[config.mk]
export PLATFORM = sky130hd
export DESIGN_NAME = sample_volume_sequencer
export DESIGN_NICKNAME = d
export VERILOG_FILES = /design/src/rtl/sample_volume_sequencer_pkg.sv /design/src/rtl/sample_volume_sequencer.sv
export SDC_FILE = /design/constraint.sdc
export NUM_CORES = 1
export LEC_CHECK = 0
export CORE_MARGIN = 10
export CORE_UTILIZATION = 50
export DETAILED_ROUTE_END_ITERATION = 16
export PLACE_DENSITY = 0.77
export SYNTH_ARGS = -nofsm -noshare
export SYNTH_HDL_FRONTEND = slang
export SYNTH_SLANG_ARGS = --single-unit
export TNS_END_PERCENT = 100
[constraint.sdc]
create_clock -name clk -period 2.5 [get_ports clk]
set_input_delay 0.5 -clock clk [delete_from_list [all_inputs] [get_ports clk]]
set_output_delay 0.5 -clock clk [all_outputs]
set_load 0.02 [all_outputs]
[src/rtl/sample_volume_sequencer_pkg.sv]
// -----------------------------------------------------------------------------
// sample_volume_sequencer_pkg
// Shared definitions for the sample-volume sequencer:
//   - sequencer state encoding
//   - default counter widths (gate delay, volume length, volume count/index)
//   - minimum effective sample-volume length (a programmed 0 means 1)
// -----------------------------------------------------------------------------
package sample_volume_sequencer_pkg;

  localparam int DEF_DLY_W     = 16;
  localparam int DEF_LEN_W     = 8;
  localparam int DEF_VOL_W     = 8;

  // A zero-length volume makes no sense to the accumulator, so it is
  // promoted to this value when the line configuration is latched.
  localparam int MIN_SV_LENGTH = 1;

  typedef enum logic [1:0] {
    ST_IDLE  = 2'd0,
    ST_DELAY = 2'd1,
    ST_ACCUM = 2'd2,
    ST_DONE  = 2'd3
  } seq_state_t;

endpackage

[src/rtl/sample_volume_sequencer.sv]
// -----------------------------------------------------------------------------
// sample_volume_sequencer
// Per-line controller for the sample-volume accumulator path. A PRF trigger
// starts a line: after gate_delay cycles the sample stream is framed into
// num_volumes back-to-back volumes of sv_length samples each.
//
// Ports:
//   clk          system clock
//   reset        asynchronous, active-low reset
//   enable       sequencer enable; low aborts the current line
//   prf_trigger  single-cycle start-of-line pulse
//   gate_delay   cycles from trigger to the first sample of volume 0
//   sv_length    samples per volume (0 treated as 1)
//   num_volumes  volumes per line (0 completes the line immediately)
//   sv_valid     current sample belongs to a volume
//   sv_first     first sample of a volume (accumulator load)
//   sv_last      last sample of a volume (accumulator write)
//   sv_index     index of the current volume, qualified by sv_valid
//   line_busy    high from trigger acceptance until line end
//   line_done    one-cycle pulse at normal line completion
//   trig_overrun one-cycle pulse when a trigger arrives while busy
//
// All outputs are registered; the next-cycle values are computed together
// with the next state so that an output change lines up with its state.
// -----------------------------------------------------------------------------
module sample_volume_sequencer
  import sample_volume_sequencer_pkg::*;
#(
  parameter int DLY_W = DEF_DLY_W,
  parameter int LEN_W = DEF_LEN_W,
  parameter int VOL_W = DEF_VOL_W
) (
  input  logic             clk,
  input  logic             reset,
  input  logic             enable,
  input  logic             prf_trigger,
  input  logic [DLY_W-1:0] gate_delay,
  input  logic [LEN_W-1:0] sv_length,
  input  logic [VOL_W-1:0] num_volumes,
  output logic             sv_valid,
  output logic             sv_first,
  output logic             sv_last,
  output logic [VOL_W-1:0] sv_index,
  output logic             line_busy,
  output logic             line_done,
  output logic             trig_overrun
);

  seq_state_t       state_reg, state_next;
  logic [DLY_W-1:0] dly_cnt_reg, dly_cnt_next;
  logic [LEN_W-1:0] len_reg, len_next;
  logic [VOL_W-1:0] nvol_reg, nvol_next;
  logic [LEN_W-1:0] samp_cnt_reg, samp_cnt_next;
  logic [VOL_W-1:0] sv_index_reg, sv_index_next;
  logic             sv_valid_reg, sv_valid_next;
  logic             sv_first_reg, sv_first_next;
  logic             sv_last_reg, sv_last_next;
  logic             line_busy_reg, line_busy_next;
  logic             line_done_reg, line_done_next;
  logic             trig_overrun_reg, trig_overrun_next;

  logic [LEN_W-1:0] len_in;
  logic [LEN_W-1:0] samp_cnt_inc;
  logic [LEN_W-1:0] len_m1;
  logic             len_is_one;
  logic             last_volume;

  assign len_in       = (sv_length == '0) ? LEN_W'(MIN_SV_LENGTH) : sv_length;
  assign samp_cnt_inc = samp_cnt_reg + LEN_W'(1);
  assign len_m1       = len_reg - LEN_W'(1);
  assign len_is_one   = (len_reg == LEN_W'(1));
  assign last_volume  = (sv_index_reg == nvol_reg - VOL_W'(1));

  always_comb begin
    state_next        = state_reg;
    dly_cnt_next      = dly_cnt_reg;
    len_next          = len_reg;
    nvol_next         = nvol_reg;
    samp_cnt_next     = samp_cnt_reg;
    sv_index_next     = sv_index_reg;
    sv_valid_next     = 1'b0;
    sv_first_next     = 1'b0;
    sv_last_next      = 1'b0;
    line_busy_next    = 1'b0;
    line_done_next    = 1'b0;
    trig_overrun_next = 1'b0;

    if (!enable) begin
      // Abort: everything clears, including the volume index, and a
      // coincident trigger is neither accepted nor reported as overrun.
      state_next    = ST_IDLE;
      dly_cnt_next  = '0;
      samp_cnt_next = '0;
      sv_index_next = '0;
    end else begin
      unique case (state_reg)
        ST_IDLE: begin
          if (prf_trigger) begin
            len_next      = len_in;
            nvol_next     = num_volumes;
            dly_cnt_next  = gate_delay;
            samp_cnt_next = '0;
            sv_index_next = '0;
            if (num_volumes == '0) begin
              state_next     = ST_DONE;
              line_done_next = 1'b1;
            end else if (gate_delay == '0) begin
              // No delay: the first sample is presented right away.
              state_next     = ST_ACCUM;
              line_busy_next = 1'b1;
              sv_valid_next  = 1'b1;
              sv_first_next  = 1'b1;
              sv_last_next   = (len_in == LEN_W'(1));
            end else begin
              state_next     = ST_DELAY;
              line_busy_next = 1'b1;
            end
          end
        end

        ST_DELAY: begin
          trig_overrun_next = prf_trigger;
          line_busy_next    = 1'b1;
          // dly_cnt holds the remaining delay cycles including this one.
          if (dly_cnt_reg <= DLY_W'(1)) begin
            state_next    = ST_ACCUM;
            dly_cnt_next  = '0;
            sv_valid_next = 1'b1;
            sv_first_next = 1'b1;
            sv_last_next  = len_is_one;
          end else begin
            dly_cnt_next = dly_cnt_reg - DLY_W'(1);
          end
        end

        ST_ACCUM: begin
          trig_overrun_next = prf_trigger;
          if (sv_last_reg) begin
            if (last_volume) begin
              state_next     = ST_DONE;
              samp_cnt_next  = '0;
              line_done_next = 1'b1;
            end else begin
              samp_cnt_next  = '0;
              sv_index_next  = sv_index_reg + VOL_W'(1);
              line_busy_next = 1'b1;
              sv_valid_next  = 1'b1;
              sv_first_next  = 1'b1;
              sv_last_next   = len_is_one;
            end
          end else begin
            samp_cnt_next  = samp_cnt_inc;
            line_busy_next = 1'b1;
            sv_valid_next  = 1'b1;
            sv_last_next   = (samp_cnt_inc == len_m1);
          end
        end

        ST_DONE: begin
          trig_overrun_next = prf_trigger;
          state_next        = ST_IDLE;
        end

        default: begin
          state_next = ST_IDLE;
        end
      endcase
    end
  end

  always_ff @(posedge clk or negedge reset) begin
    if (!reset) begin
      state_reg        <= ST_IDLE;
      dly_cnt_reg      <= '0;
      len_reg          <= '0;
      nvol_reg         <= '0;
      samp_cnt_reg     <= '0;
      sv_index_reg     <= '0;
      sv_valid_reg     <= 1'b0;
      sv_first_reg     <= 1'b0;
      sv_last_reg      <= 1'b0;
      line_busy_reg    <= 1'b0;
      line_done_reg    <= 1'b0;
      trig_overrun_reg <= 1'b0;
    end else begin
      state_reg        <= state_next;
      dly_cnt_reg      <= dly_cnt_next;
      len_reg          <= len_next;
      nvol_reg         <= nvol_next;
      samp_cnt_reg     <= samp_cnt_next;
      sv_index_reg     <= sv_index_next;
      sv_valid_reg     <= sv_valid_next;
      sv_first_reg     <= sv_first_next;
      sv_last_reg      <= sv_last_next;
      line_busy_reg    <= line_busy_next;
      line_done_reg    <= line_done_next;
      trig_overrun_reg <= trig_overrun_next;
    end
  end

  assign sv_valid     = sv_valid_reg;
  assign sv_first     = sv_first_reg;
  assign sv_last      = sv_last_reg;
  assign sv_index     = sv_index_reg;
  assign line_busy    = line_busy_reg;
  assign line_done    = line_done_reg;
  assign trig_overrun = trig_overrun_reg;

endmodule

==> metrics.md <==
| Metric | Value |
|---|---|
| Outcome | finished, violations left |
| Violated checks | negative setup slack |
| Post-Synth Adder-Cell Area | 0.0376 |
| Number of synthesized flops with an enable pin | 0 |
| Share of the synthesized area in the top cell type | 0.383 |
| Post-synth cell types | 52 |
| Initial antenna violation count | 0 |
| Post-Syn Area | about 0.0037 mm² |
| Largest cells by area after synthesis | dfrtp_1 (38%), xnor2_1 (6.9%), mux2_2 (4.6%), ha_1 (3.8%), a22o_1 (3.6%) |
| Design area | between 0.004 and 0.005 mm² |
| Pre-CTS setup slack | -0.121 ns |
| Post-synth top flop | dfrtp_1 |
| Htree depth | 2 |
| Setup Viol. Count Final | 13 |
| Async set-reset flop share out of synthesis | 1.00 |
| Worst relative slew slack | 0.522 |
| Routed wire length | ~9.2 mm |
| Area growth syn-to-layout | 25.7% |
| Gr ovfl total | 0 |
| Final cycle utilization of the critical path | 1.05 |
| Final worst slack | -0.124 ns |
| Drt drc | 0 |
| Sequential element share of the synthesized area | 0.383 |
| Core area | slightly above 0.007 mm² |
| YS warnings | 0 |
| Largest family of logic cells by synthesized area | simple AND/OR/NAND/NOR gates |
| Worst hold path type | input port to asynchronous set/reset pin |
| Synth top cells by count | dfrtp_1 (56), nand2_1 (34), xnor2_1 (29) |
| Worst-Margin Slew | between 0.7 and 0.8 ns |
| CTS sink cnt | 56 |
| Initial drt markers | ~200 |
| Final Power | 4.14 mW |
| Leak | around 1.9 nW |
| Fmax | 381 MHz |
| # hold bufs at CTS | 0 |
| Crit path kind | register to register |
| Crit path DAT | ~2.8 ns |
| Input/output buffers | between 40 and 50 |
| Clock-pin slew on the worst setup and hold paths | about 0.11 ns |
| Yosys reg bits | 56 |
| Fraction of layout cells with a size suffix above 1 | 0.163 |
| First-pass GRT wire length | about 15 mm |
| Xor/xnor share of the synthesized area | 0.0814 |
| Vias/cell | ~5.8 |
| CP endpoint kind | register |
| Final hold violations | 0 |
| WL/cell | about 16 µm |
| Longest Clk Path Bufs | 2 |
| Detail Route Antenna Nets | 0 |
| CTS tree | done |
| Mapped Avg Cell Area | approximately 9.4 µm² |
| Final GP Congestion | about 0.92 |
| Minimum clock period after layout | 2.62 ns |
| Max FFs per register | 16 |
| Number of vias in the routed layout | around 3300 |
| Synth area leader | dfrtp_1 |
| Cell row count | 31 |
| Clk_skew | roughly 0.015 ns |
| Syn nets | approximately 440 |
| # IOs | 50 |
| Placed Area | 0.00441 mm² |
| Critical path startpoint category | register |
| First drt pass iteration count | 5 |
| Die Y | between 100 and 150 µm |
| Max VDD drop | 0.426 mV |
| Worst skew pair latency | 0.31 ns |
| Mapped Cells | 391 |
| Mux contribution to synthesized area | 0.0711 |
| ANT cells | 0 |
| Largest net degree at the start of global routing | 57 |
| Simple-gate area share of the yosys netlist | 0.201 |
| Final Max Slew Viols | 0 |
| Maxcap violations | 0 |
| Die width | between 100 and 150 µm |
| Die footprint | around 0.011 mm² |
| TritonCTS buffer count | 5 |
| FF-to-FF path depth | 9 |
| Hpwl dp | 6.93 mm |
| Req. time, crit path | 2.68 ns |
| Number of global-route vias before repair | approximately 3200 |
| Initial core utilization | 0.510 |
| Crit path from | nvol_reg[0]$_DFFE_PN0P_ |
| Reg2reg start | nvol_reg[0]$_DFFE_PN0P_ |
| Post-synthesis compound-gate area fraction | 0.182 |
| Most numerous cell in the Yosys netlist | dfrtp_1 |
| PD cells | ~900 mW/mm² |
| RSZ-0062 raised after global routing | yes |
| Nets | roughly 510 |
| Total global-route track usage | 0.162 |
| CP max FO | 5 |
| Root Buffer | clkbuf_8 |
## through the flow
stage | TNS (ns) | hold slack [ns] | instances | util
2_1_floorplan | -0.0615 | 0.204 | 391 | -
3_3_place_gp | 0 | 0.501 | 552 | 0.615
3_5_place_dp | -0.647 | 0.510 | 552 | 0.615
4_1_cts | -0.944 | 0.342 | 563 | 0.633
5_1_grt | -2.44 | 0.361 | 565 | 0.641
6_report | -0.974 | 0.310 | 565 | 0.641
## cells in the final DEF (no fill, tap or decap), types with 3 or more instances in the layout
cell and instances:
a2111oi_2 4, a21oi_1 6, a22o_1 15, and3_1 6, buf_4 29, clkbuf_8 6, clkdlybuf4s50_1 48, dfrtp_1 56
ha_1 10, inv_1 28, mux2_2 15, mux2i_1 8, nand2_1 34, nand2b_1 11, nand3_1 13, nand4_1 5
nor2_1 22, nor2b_1 3, nor3_1 9, nor4_1 13, o211ai_1 3, o21ai_0 16, o21ai_1 6, o221ai_1 3
o22ai_1 11, o32ai_1 3, or4_1 4, or4_4 3, xnor2_1 29, xor2_1 5
## layer usage
| layer | track usage | vias to the layer above | routed length (µm) |
|---|---|---|---|
| met1 | 0.209 | 1546 | 4020 |
| met2 | 0.270 | 114 | 4460 |
| met4 | 0.0464 | 0 | 141 |
| li1 | - | 1581 | - |
| met3 | 0.0305 | 11 | 556 |
| met5 | 0 | - | 0 |
## worst max-delay path, cell delays in order, from the launching register on
cell	delay, ns
dfrtp_1	0.39
inv_1	0.06
ha_2	0.17
or3b_4	0.39
or4_4	0.44
a2111oi_4	0.38
buf_4	0.18
nand3_2	0.12
a32oi_1	0.22
o221ai_1	0.15
## cell type report
cell class	count	area, µm²
sequential	56	1400
fill	558	2580
clock inverter	1	7.51
clock buffer	7	86.3
timing repair buffer	80	726
multi-input combinational	294	2150
tap	99	124
inverter	28	105
## final timing paths
check | endpoint | slack, ns
max | sv_last$_DFF_PN0_ | -0.12
min | nvol_reg[4]$_DFFE_PN0P_ | 0.31
max reg2reg | sv_last$_DFF_PN0_ | -0.12
min reg2reg | samp_cnt_reg[1]$_DFFE_PN0P_ | 0.53
max in group asynchronous | dly_cnt_reg[6]$_DFFE_PN0P_ | 1.70
min in group clk | samp_cnt_reg[1]$_DFFE_PN0P_ | 0.53
## where the power goes
part	total, mW	leakage [nW]	internal [mW]	switching [mW]
sequential	1.45	0.729	1.16	0.298
clock	0.518	0.0445	0.226	0.292
combinational	2.17	1.14	1.05	1.12
total	4.14	1.91	2.43	1.71
## cells by family after synthesis
kind of cell,Yosys count
and+or+nand+nor,140
AOI/OAI and AO/OA,85
DFF,56
buffers and inverters,41
xor gates and xnor gates,34
muxes,24
adders and majority gates,11
## what timing repair did
item	in CTS	in global routing
cloned	0	0
setup buffers	3	3
resized for setup	2	9
setup endpoints to repair	12	26
pin swaps	1	6
(Power assumes the default switching activity.)
